**config.mk**
```make
export PLATFORM = sky130hd
export DESIGN_NAME = sha512_hash_ctrl
export DESIGN_NICKNAME = d
export VERILOG_FILES = /design/src/rtl/sha512_pkg.sv /design/src/rtl/sha_round_counter.sv /design/src/rtl/sha512_hash_ctrl.sv
export SDC_FILE = /design/constraint.sdc
export NUM_CORES = 1
export LEC_CHECK = 0
export ABC_CLOCK_PERIOD_IN_PS = 5900
export BUFFER_PORTS_ARGS = -buffer_cell sky130_fd_sc_hd__buf_2
export CAP_MARGIN = 20
export CORE_AREA = 2 2 39 41
export CTS_BUF_LIST = sky130_fd_sc_hd__clkbuf_16
export DETAILED_ROUTE_END_ITERATION = 10
export DIE_AREA = 0 0 41 43
export PLACE_DENSITY = 0.74
export SYNTH_ARGS = -nofsm -noshare
export SYNTH_HDL_FRONTEND = slang
export SYNTH_HIERARCHICAL = 1
export SYNTH_SLANG_ARGS = --single-unit
```
**constraint.sdc**
```tcl
create_clock -name CLK -period 5.9 [get_ports CLK]
set_input_delay 1.77 -clock CLK [delete_from_list [all_inputs] [get_ports CLK]]
set_output_delay 1.77 -clock CLK [all_outputs]
set_load 0.005 [all_outputs]
```
**src/rtl/sha512_pkg.sv**
```systemverilog
// sha512_pkg: shared definitions for the SHA-512 hash controller.
//   state_t         controller FSM state encoding
//   ROUNDS_DEFAULT  compression rounds per 1024-bit block
//   SHA512_IV       initial hash values H0..H7 selected by the H-register input mux
//   iv_word()       indexed lookup into SHA512_IV
package sha512_pkg;

    localparam int unsigned ROUNDS_DEFAULT = 80;

    typedef enum logic [2:0] {
        ST_IDLE,
        ST_INIT_H,
        ST_WAIT_BLK,
        ST_LOAD_WV,
        ST_ROUND,
        ST_FEED,
        ST_DONE
    } state_t;

    localparam logic [63:0] SHA512_IV [8] = '{
        64'h6a09e667f3bcc908,
        64'hbb67ae8584caa73b,
        64'h3c6ef372fe94f82b,
        64'ha54ff53a5f1d36f1,
        64'h510e527fade682d1,
        64'h9b05688c2b3e6c1f,
        64'h1f83d9abfb41bd6b,
        64'h5be0cd19137e2179
    };

    function automatic logic [63:0] iv_word(input logic [2:0] idx);
        return SHA512_IV[idx];
    endfunction

endpackage

```
**src/rtl/sha_round_counter.sv**
```systemverilog
// sha_round_counter: round index counter for the compression loop.
//   clk    in   clock
//   rst    in   synchronous active-high reset (count -> 0)
//   clr    in   synchronous clear (count -> 0)
//   en     in   advance one round; wraps to 0 after ROUNDS-1
//   count  out  current round index
//   tc     out  terminal count, high while count == ROUNDS-1
module sha_round_counter
    import sha512_pkg::*;
#(
    parameter int unsigned ROUNDS = ROUNDS_DEFAULT,
    parameter int unsigned RIDX_W = 7
) (
    input  logic              clk,
    input  logic              rst,
    input  logic              clr,
    input  logic              en,
    output logic [RIDX_W-1:0] count,
    output logic              tc
);

    localparam logic [RIDX_W-1:0] LAST = RIDX_W'(ROUNDS - 1);

    assign tc = (count == LAST);

    always_ff @(posedge clk) begin
        if (rst || clr) begin
            count <= '0;
        end else if (en) begin
            // Never passes ROUNDS-1: the terminal round returns to 0.
            count <= tc ? '0 : count + RIDX_W'(1);
        end
    end

endmodule

```
**src/rtl/sha512_hash_ctrl.sv**
```systemverilog
// sha512_hash_ctrl: sequencer for the SHA-512 compression datapath.
//   CLK, RST      clock / synchronous active-high reset
//   start         begin a new message (IV load), honoured only when idle
//   blk_valid     message front-end offers a 1024-bit block
//   blk_last      the offered block is the final one
//   blk_ready     block accepted this cycle (waiting for a block)
//   wt_valid      schedule word W_t for round_idx is available
//   round_idx     current round t, 0 outside the round loop
//   wv_load       load working variables a..h from H
//   wv_en         apply one compression round to a..h
//   h_load        load strobe for all eight H registers
//   h_sel_iv      H input mux: 1 = IV constants, 0 = H + working vars
//   busy          controller not idle
//   digest_valid  one-cycle pulse, H now holds the final digest
// All outputs are a combinational decode of the state register (plus wt_valid
// for wv_en), so every strobe is zero whenever the FSM sits in IDLE.
module sha512_hash_ctrl
    import sha512_pkg::*;
#(
    parameter int unsigned ROUNDS = ROUNDS_DEFAULT,
    parameter int unsigned RIDX_W = 7
) (
    input  logic              CLK,
    input  logic              RST,
    input  logic              start,
    input  logic              blk_valid,
    input  logic              blk_last,
    output logic              blk_ready,
    input  logic              wt_valid,
    output logic [RIDX_W-1:0] round_idx,
    output logic              wv_load,
    output logic              wv_en,
    output logic              h_load,
    output logic              h_sel_iv,
    output logic              busy,
    output logic              digest_valid
);

    state_t            state;
    logic              last_flag;
    logic [RIDX_W-1:0] count;
    logic              tc;
    logic              in_round;
    logic              cnt_clr;
    logic              cnt_en;

    assign in_round = (state == ST_ROUND);
    assign cnt_clr  = (state == ST_LOAD_WV);
    assign cnt_en   = in_round && wt_valid;

    sha_round_counter #(
        .ROUNDS (ROUNDS),
        .RIDX_W (RIDX_W)
    ) u_round_counter (
        .clk   (CLK),
        .rst   (RST),
        .clr   (cnt_clr),
        .en    (cnt_en),
        .count (count),
        .tc    (tc)
    );

    always_ff @(posedge CLK) begin
        if (RST) begin
            state     <= ST_IDLE;
            last_flag <= 1'b0;
        end else begin
            case (state)
                ST_IDLE: begin
                    if (start) state <= ST_INIT_H;
                end
                ST_INIT_H: state <= ST_WAIT_BLK;
                ST_WAIT_BLK: begin
                    if (blk_valid) begin
                        last_flag <= blk_last;
                        state     <= ST_LOAD_WV;
                    end
                end
                ST_LOAD_WV: state <= ST_ROUND;
                ST_ROUND: begin
                    // The counter wraps to 0 on this same edge.
                    if (wt_valid && tc) state <= ST_FEED;
                end
                ST_FEED: state <= last_flag ? ST_DONE : ST_WAIT_BLK;
                ST_DONE: begin
                    last_flag <= 1'b0;
                    state     <= ST_IDLE;
                end
                default: state <= ST_IDLE;
            endcase
        end
    end

    always_comb begin
        blk_ready    = 1'b0;
        wv_load      = 1'b0;
        wv_en        = 1'b0;
        h_load       = 1'b0;
        h_sel_iv     = 1'b0;
        digest_valid = 1'b0;
        round_idx    = '0;
        busy         = (state != ST_IDLE);
        case (state)
            ST_INIT_H: begin
                h_load   = 1'b1;
                h_sel_iv = 1'b1;
            end
            ST_WAIT_BLK: blk_ready = 1'b1;
            ST_LOAD_WV:  wv_load   = 1'b1;
            ST_ROUND: begin
                wv_en     = wt_valid;
                round_idx = count;
            end
            ST_FEED:     h_load       = 1'b1;
            ST_DONE:     digest_valid = 1'b1;
            default: ;
        endcase
    end

endmodule

```
==> results of run 1 <==
==> power breakdown <==
group	switching [mW]	total (mW)	internal, mW
registers	0.00287	0.0794	0.0766
clock network	0.0318	0.121	0.0895
logic	0.00759	0.0162	0.00861
total	0.0423	0.217	0.175
==> area by class of cell <==
class	instances	share of cell area [%]
inverter	2	0.9202
timing repair buffer	19	11.66
clock buffer	3	9.202
tap	16	2.454
multi-input combinational	63	48.16
sequential	11	26.99
clock inverter	1	0.6135
==> registers in the layout (all words and copies together), names as in the netlist <==
| register | cells |
|---|---|
| u_round_counter/count | 7 |
| state | 3 |
| last_flag | 1 |
==> metrics by stage <==
step | worst slack (ps) | utilization, % | area [um2]
after detailed placement | 1859 | 53.16 | 735.7
final | 1839 | 58.95 | 815.8
after CTS | 1850 | 58.95 | 815.8
after floorplan | 2141 | - | 624.3
after global placement | 1868 | 53.16 | 735.7
after global routing | 1794 | 58.95 | 815.8
==> worst min-delay path by stage <==
stage                          from        end  slack (ps)  depth (start not counted)
final                     last_flag  last_flag         490                          2
after global routing      last_flag  last_flag         510                          2
after CTS                 last_flag  last_flag         490                          2
after detailed placement  last_flag  last_flag         480                          2
after global placement    last_flag  last_flag         470                          2
after floorplan           last_flag  last_flag         440                          2
==> placed cells by master, fill, tap and decap left out, types with 3 or more instances in the layout <==
cell       instances
nand2_1            4
nor2b_1            5
o21ai_0            4
buf_2             19
nand2b_1           4
or3_1              4
and2_1             7
nor2_1             5
clkbuf_16          3
a21oi_1            8
dfxtp_1           11
==> routing by layer <==
layer  wire length [um]  up-vias  global-route usage (%)
li1                   -      316                       -
met1                620      286                   19.34
met2                710       18                   30.31
met3                 67        2                   4.712
met4                 10        0                   8.000
met5                  0        -                       0
==> kinds of logic (layout without fill, tap and decap cells) <==
family | after synthesis | after routing | synth area share [%]
simple gates | 43 | 43 | 41.48
buf+inv | 3 | 25 | 1.803
compound gates | 18 | 18 | 18.04
fa+ha+maj | 1 | 1 | 2.004
xor+xnor | 1 | 1 | 1.403
flops | 11 | 11 | 35.27
==> worst max-delay path, cell delays in order <==
cell    delay [ps]
buf_2           80
and2_1         270
buf_2          170
==> flow_summary.yaml, run 1 <==
outcome:
  status: "complete, no violations"
timing:
  fin_skew_ps: 2.918
  period_minus_slack_ps: 4061
  fin_hold_ws_ps: 494.6
  slew_viol_final: 0
  clock.fmax_ghz: 0.2463
  tightest_slew_ps: 708.5
  finalCritPeriodShare_pct: 68.83
  slew_headroom_pct: 52.40
  fin_setup_tns_ps: 0
  rsz0062_at_grt: "false"
  setup_viol: 0
  hold_viol: 0
clock_tree:
  cts.sinks: 11
  post_cts_buffers: 0
  cts_max_level: 1
  clock_path_buffers: 2
  cts_tree: "done"
  clk_latency_ps: 230
  root_buffer: "clkbuf_16"
  cts_hold_buf: 0
  cts_resized: 0
  numCtsBuffers: 3
  cts.clk_slew.worst_paths_ps: 40
synth:
  synth_area_leaders: "dfxtp_1 35%, and2_1 7.0%, a21oi_1 6.4%, nor2b_1 5.0%, nand2b_1 4.0%"
  yosysUniqueCellTypes: 28
  syn-cell-area_um2: 624.3
  synth.top_cells.by_count: "11 x dfxtp_1, 8 x a21oi_1, 7 x and2_1, 5 x nor2_1, 5 x nor2b_1"
  synth_top_area_share_pct: 35.27
  seq_area_frac_synth_pct: 35.27
  synth_area_per_cell_um2: 8.108
  syn_inst: 77
  ys_seq_elements: 11
  ys_async_sr_fraction_pct: 0
  synth_fp_nets: 84
  yosysTopAreaCell: "dfxtp_1"
  synth_edf_count: 0
  yosysWarnings: 6
  synth.most_common_cell: "dfxtp_1"
  synth_top_flop_cell: "dfxtp_1"
placement:
  dpl.hpwl_um: 982.3
  dp_cells: 111
  place.gp.congestion: 0.7454
  port_buffers: 19
finish:
  layout-drive-gt1-share_pct: 30.30
  finalNetCount: 107
  area_delta_synth_final_pct: 30.66
  seq_area_um2: 220.2
  fillers: 132
  final_cell_count_no_fill: 115
  antennaDiodeCount: 0
  multi_input_area_um2: 392.9
worst_setup_path:
  endpoint: "wv_en"
  end_kind: "output port"
  worstPathArrival_ps: 2290
  worstReg2RegStart: "state[2]"
  start_kind: "input pin"
  rr_worst_depth: 6
  critPathLaunch: "wt_valid"
  cp.required_ps: 4130
  path_max_fanout: 9
  ff2ff_setup_slack_ps: 3500
  crit_type: "in -> out"
  crit-reg2reg-capture: "u_round_counter/count[6]"
global_routing:
  grt_pass1_vias: 499
  grt_max_degree: 10
  grt_pass1_wl_um: 2111
  antenna_found_initial: 0
  grt_usage_pct: 17.88
  overflow: 0
routing:
  drtAntennaViolNets: 0
  routed_via_density: 5.409
  drt_wl_total_um: 1407
  num_vias: 622
  dr.pass1.iters: 4
  first_iter_violations: 21
  drcViolationCount: 0
  post_drt_wl_per_cell_um: 12.23
floorplanning:
  rows: 14
  core_area_um2: 1384
  pin_count: 20
  initial_utilization_pct: 45.12
  fp.dieW_um: 41
  die-height_um: 43
  die_area_um2: 1763
power_and_ir_drop:
  p_total_uw: 217.0
  vdd_drop_max_mv: 0.1566
  p_leak_nw: 0.3612
  power.density_nw_per_um2: 266.0
hold_path:
  hp-class: "reg -> reg"
flow_run:
  cap_violations: 0
(Power assumes the default switching activity.)
==> inputs of run 2 (changes only) <==
ABC_AREA = 1   (was default)
ABC_CLOCK_PERIOD_IN_PS = 3720   (was 5900)
CORE_AREA = default   (was 2 2 39 41)
CORE_MARGIN = 2   (was default)
CORE_UTILIZATION = 43   (was default)
DIE_AREA = default   (was 0 0 41 43)
PLACE_DENSITY = 0.7   (was 0.74)
clock period = 3.72 ns   (was 5.9 ns; I/O delays follow)
==> run 2 against run 1 <==
Effect of this change:
- worst hold slack improved by 21 ps
- setup slack worse by 840 ps
- sequential power increased by 64%
- synthesized area increased by 5.4%
- core utilization shrank 0.53 points
==> flow_summary.yaml, run 2 <==
outcome:
  status: "complete, no violations"
global_routing:
  met3_usage_pct: 4.255
  grt_util_met1_pct: 21.67
  grt_usage_pct: 17.68
  overflow: 0
  grt_pass1_vias: 610
  antenna_found_initial: 0
  grt_pass1_wl_um: 2484
  grt-busiest-layer: "met2"
  met2_usage_pct: 28.06
  grt_max_degree: 9
synth:
  yosysTopAreaCell: "dfxtp_1"
  syn-cell-area_um2: 658.1
  synth_edf_count: 0
  synth_area_leaders: "dfxtp_1 33%, inv_1 13%, nor2_1 12%, nand2_1 10%, nand3_1 6.1%"
  yosysUniqueCellTypes: 19
  seq_area_frac_synth_pct: 33.46
  synth_top_flop_cell: "dfxtp_1"
  ys_async_sr_fraction_pct: 0
  synth.most_common_cell: "inv_1"
  synth_fp_nets: 113
  yosysWarnings: 6
  synth.top_cells.by_count: "22 x inv_1, 21 x nor2_1, 18 x nand2_1, 11 x dfxtp_1, 8 x nand3_1"
  syn_inst: 106
  synth_top_area_share_pct: 33.46
  synth_area_per_cell_um2: 6.209
  ys_seq_elements: 11
routing:
  num_vias: 719
  dr.pass1.iters: 4
  first_iter_violations: 12
  post_drt_wl_per_cell_um: 9.952
  drtAntennaViolNets: 0
  routed_via_density: 4.925
  drcViolationCount: 0
  drt_wl_total_um: 1453
worst_setup_path:
  path_max_fanout: 7
  max_stage_delay_ps: 160
  cpMostUsedCell: "buf_2"
  slowest_stage: "buf_4"
  end_kind: "output port"
  ff2ff_setup_slack_ps: 2030
  crit_type: "in -> out"
  start_kind: "input pin"
  crit_family: "buffers and inverters"
  cp.required_ps: 2600
  cp_num_buf_inv: 4
  path_cells: "buf_2, inv_1, nor2_1, buf_4, buf_2"
  worstPathArrival_ps: 1610
timing:
  period_minus_slack_ps: 2722
  hold_viol: 0
  slew_headroom_pct: 82.32
  rsz0062_at_grt: "false"
  fin_setup_tns_ps: 0
  tightest_slew_ps: 264.5
  layout_setup_ws_ps: 998.5
  slew_viol_final: 0
  finalCritPeriodShare_pct: 73.16
  setup_viol: 0
  fin_skew_ps: 1.573
  clock.fmax_ghz: 0.3674
floorplanning:
  pin_count: 20
  fp.dieW_um: 43.12
  rows: 14
  die_area_um2: 1859
  core_area_um2: 1471
  die-height_um: 43.12
  initial_utilization_pct: 44.73
clock_tree:
  post_cts_buffers: 0
  cts.clk_slew.worst_paths_ps: 40
  clk_latency_ps: 230
  clock_path_buffers: 2
  cts_max_level: 1
  root_buffer: "clkbuf_16"
  cts.sinks: 11
  numCtsBuffers: 3
  cts_hold_buf: 0
  cts_tree: "done"
  cts_resized: 0
finish:
  antennaDiodeCount: 0
  largest_registers: "u_round_counter/count (7), state (3), last_flag (1)"
  area_delta_synth_final_pct: 30.61
  top_register: "u_round_counter/count"
  fillers: 145
  final_common_cell: "inv_1"
  largest_register_ffs: 7
  layout-drive-gt1-share_pct: 25.38
  mostFrequentLayoutCells: "23 x inv_1, 21 x nor2_1, 19 x buf_2"
  finalNetCount: 138
  final_cell_count_no_fill: 146
placement:
  dp_cells: 142
  port_buffers: 19
  dpl.hpwl_um: 1090
  place.gp.congestion: 0.8431
  detailedPlace.worstSlack_ps: 1002
hold_path:
  hp-class: "reg -> reg"
power_and_ir_drop:
  power.density_nw_per_um2: 432.2
  vdd_drop_max_mv: 0.2270
  p_total_uw: 371.5
  p_leak_nw: 0.4352
flow_run:
  cap_violations: 0
## run 2: changes by cell type in the layout (fill, tap and decap cells not counted), moves of 6 or more
cell and change:
nor2_1 +16, nand3_1 +6, nand2_1 +14, inv_1 +21, and2_1 -7
## run 2: worst min-delay path: stages, from the launching register on
cell     delay [ps]
dfxtp_1         320
nand2_1          90
a21oi_1          60
## run 2: area by class of cell
cell class | instances | area, um2 | area share [%]
flip-flops and latches | 11 | 220.2 | 25.62
inverters | 24 | 90.09 | 10.48
well taps | 16 | 20.02 | 2.329
repair buffers | 20 | 102.6 | 11.94
multi-input cells | 71 | 347.8 | 40.47
clock inverters | 1 | 3.754 | 0.4367
clock buffers | 3 | 75.07 | 8.734
## run 2: worst paths after layout
kind	from	to	depth (start not counted)
setup / recovery	wt_valid	wv_en	5
hold / removal	state[0]	state[2]	2
hold reg to reg	state[0]	state[2]	2
setup reg to reg	state[1]	u_round_counter/count[4]	9
## run 2: per-layer routing
layer	up-vias	share of wire, %
li1	375	-
met5	-	0
met3	4	5.0
met4	0	1.7
met1	319	44
met2	21	49
## run 2: cell families (layout without fill, tap and decap cells)
group / Yosys count / in the layout / share of synthesized area [%]
flip-flops: 11 / 11 / 33.46
buffers and inverters: 24 / 48 / 13.69
AND/OR/NAND/NOR: 64 / 64 / 45.63
AO/OA/AOI/OAI: 5 / 5 / 3.992
XOR/XNOR: 1 / 1 / 1.331
adder cells (fa/ha/maj): 1 / 1 / 1.901
## run 2: where the power goes
group	total, mW	switching (mW)	internal (mW)
clock	0.192	0.0512	0.141
sequential	0.130	0.00588	0.124
combinational	0.0494	0.0299	0.0196
total	0.371	0.0869	0.285
## run 2: through the flow
stage	hold slack, ps	instance area [um2]	util [%]
2_1_floorplan	485.3	658.1	-
3_3_place_gp	512.4	780.7	53.06
3_5_place_dp	514.2	780.7	53.06
4_1_cts	515.6	859.6	58.42
5_1_grt	548.3	859.6	58.42
6_report	515.6	859.6	58.42
==> inputs of run 3 (changes only) <==
ABC_CLOCK_PERIOD_IN_PS = 2440   (was 3720)
clock period = 2.44 ns   (was 3.72 ns; I/O delays follow)
==> run 3 against run 2 <==
Effect of this change:
- worst hold slack got worse by 2.4 ps
- cell count did not move
- via count fell by 1.9%
- register-to-register slack got worse by 1300 ps
- critical path type is now reg -> out
- largest cell class unchanged
==> flow_summary.yaml, run 3 (synthesized netlist as in run 2, its figures left out) <==
hold_path:
  hp-class: "reg -> reg"
  holdPathStages: 2
  hp-start: "state[0]"
  holdPathEnd: "state[2]"
finish:
  antennaDiodeCount: 0
  multi_input_area_um2: 347.8
  mostFrequentLayoutCells: "22 x inv_1, 21 x nor2_1, 19 x buf_2"
  area_delta_synth_final_pct: 30.80
  finalNetCount: 138
  utilization_pct: 58.50
  fillers: 158
  seq_area_um2: 220.2
  largest_registers: "u_round_counter/count (7), state (3), last_flag (1)"
  largest_register_ffs: 7
  final_common_cell: "inv_1"
  layout-drive-gt1-share_pct: 26.15
  top_register: "u_round_counter/count"
clock_tree:
  clock_path_buffers: 2
  numCtsBuffers: 3
  cts_tree: "done"
  cts_resized: 0
  cts.clk_slew.worst_paths_ps: 40
  cts.sinks: 11
  root_buffer: "clkbuf_16"
  cts_hold_buf: 0
  post_cts_buffers: 0
  clk_latency_ps: 240
  cts_max_level: 1
placement:
  dpl.hpwl_um: 1140
  place.gp.congestion: 0.8606
  port_buffers: 19
timing:
  rsz0062_at_grt: "false"
  tightest_slew_ps: 269.6
  setup_viol: 0
  fin_skew_ps: 1.009
  fin_setup_tns_ps: 0
  hold_viol: 0
  finalCritPeriodShare_pct: 85.92
  slew_viol_final: 0
  slew_headroom_pct: 81.86
  clock.fmax_ghz: 0.4770
  period_minus_slack_ps: 2096
worst_setup_path:
  rr_worst_depth: 9
  end_kind: "output port"
  path_max_fanout: 8
  worstPathArrival_ps: 1360
  start_kind: "register"
  worstReg2RegStart: "state[1]"
  ff2ff_setup_slack_ps: 680
  cp.required_ps: 1710
  crit_type: "reg -> out"
  crit-reg2reg-capture: "u_round_counter/count[4]"
floorplanning:
  rows: 14
  fp.dieW_um: 43.12
  die-height_um: 43.12
  core_area_um2: 1471
  die_area_um2: 1859
  initial_utilization_pct: 44.73
  pin_count: 20
routing:
  drcViolationCount: 0
  dr.pass1.iters: 4
  routed_via_density: 4.829
  num_vias: 705
  drtAntennaViolNets: 0
  first_iter_violations: 11
  post_drt_wl_per_cell_um: 10.14
  drt_wl_total_um: 1480
power_and_ir_drop:
  power.density_nw_per_um2: 671.0
  p_leak_nw: 0.4338
  vdd_drop_max_mv: 0.4941
global_routing:
  overflow: 0
  grt_pass1_vias: 640
  grt_usage_pct: 18.25
  grt_max_degree: 9
  grt_pass1_wl_um: 2477
  antenna_found_initial: 0
outcome:
  status: "complete, no violations"
flow_run:
  cap_violations: 0
-- run 3: worst max path at each step --
stage	from	end	slack (ps)	cells past startpoint
global placement	wt_valid	wv_en	580	4
floorplan	wt_valid	wv_en	610	2
global route	state[1]	wv_en	240	4
detailed placement	wt_valid	wv_en	580	4
CTS	state[1]	wv_en	340	4
finish	state[1]	wv_en	340	4
-- run 3: power by group --
group          internal [mW]  total, mW  switching [mW]
Combinational         0.0299     0.0754          0.0455
Clock                  0.217      0.304          0.0867
Sequential             0.189      0.198         0.00914
Total                  0.436      0.578           0.141
-- run 3: metal layers --
metal,part of all wire (%),GRT usage [%],up-vias
li1,-,-,377
met1,44,19.17,306
met2,47,30.45,18
met3,6.6,6.809,4
met4,2.4,10.91,0
met5,0,0,-
-- run 3: layout make-up --
class,instances,area share (%)
multi-input cells,71,40.41
flip-flops and latches,11,25.58
repair buffers,20,11.92
inverters,24,10.47
clock buffers,3,8.721
well taps,16,2.326
clock inverters,1,0.5814
-- run 3: worst max-delay path, stage by stage (launching register included) --
cell and delay, ps:
dfxtp_1 340, nor2_1 220, nand2_1 240, nor2_1 190
buf_2 140
-- run 3: per-stage QoR --
stage	hold WS [ps]	total power [mW]	instance area, um2	setup WS (ps)	std cells
5_1_grt	549.2	0.6062	860.8	242.2	146
3_5_place_dp	508.1	0.2770	780.7	580.8	142
2_1_floorplan	485.3	0.2479	658.1	612.4	106
3_3_place_gp	511.2	0.2750	780.7	580.0	142
4_1_cts	514.1	0.5851	860.8	336.7	146
6_report	513.1	0.5777	860.8	343.6	146
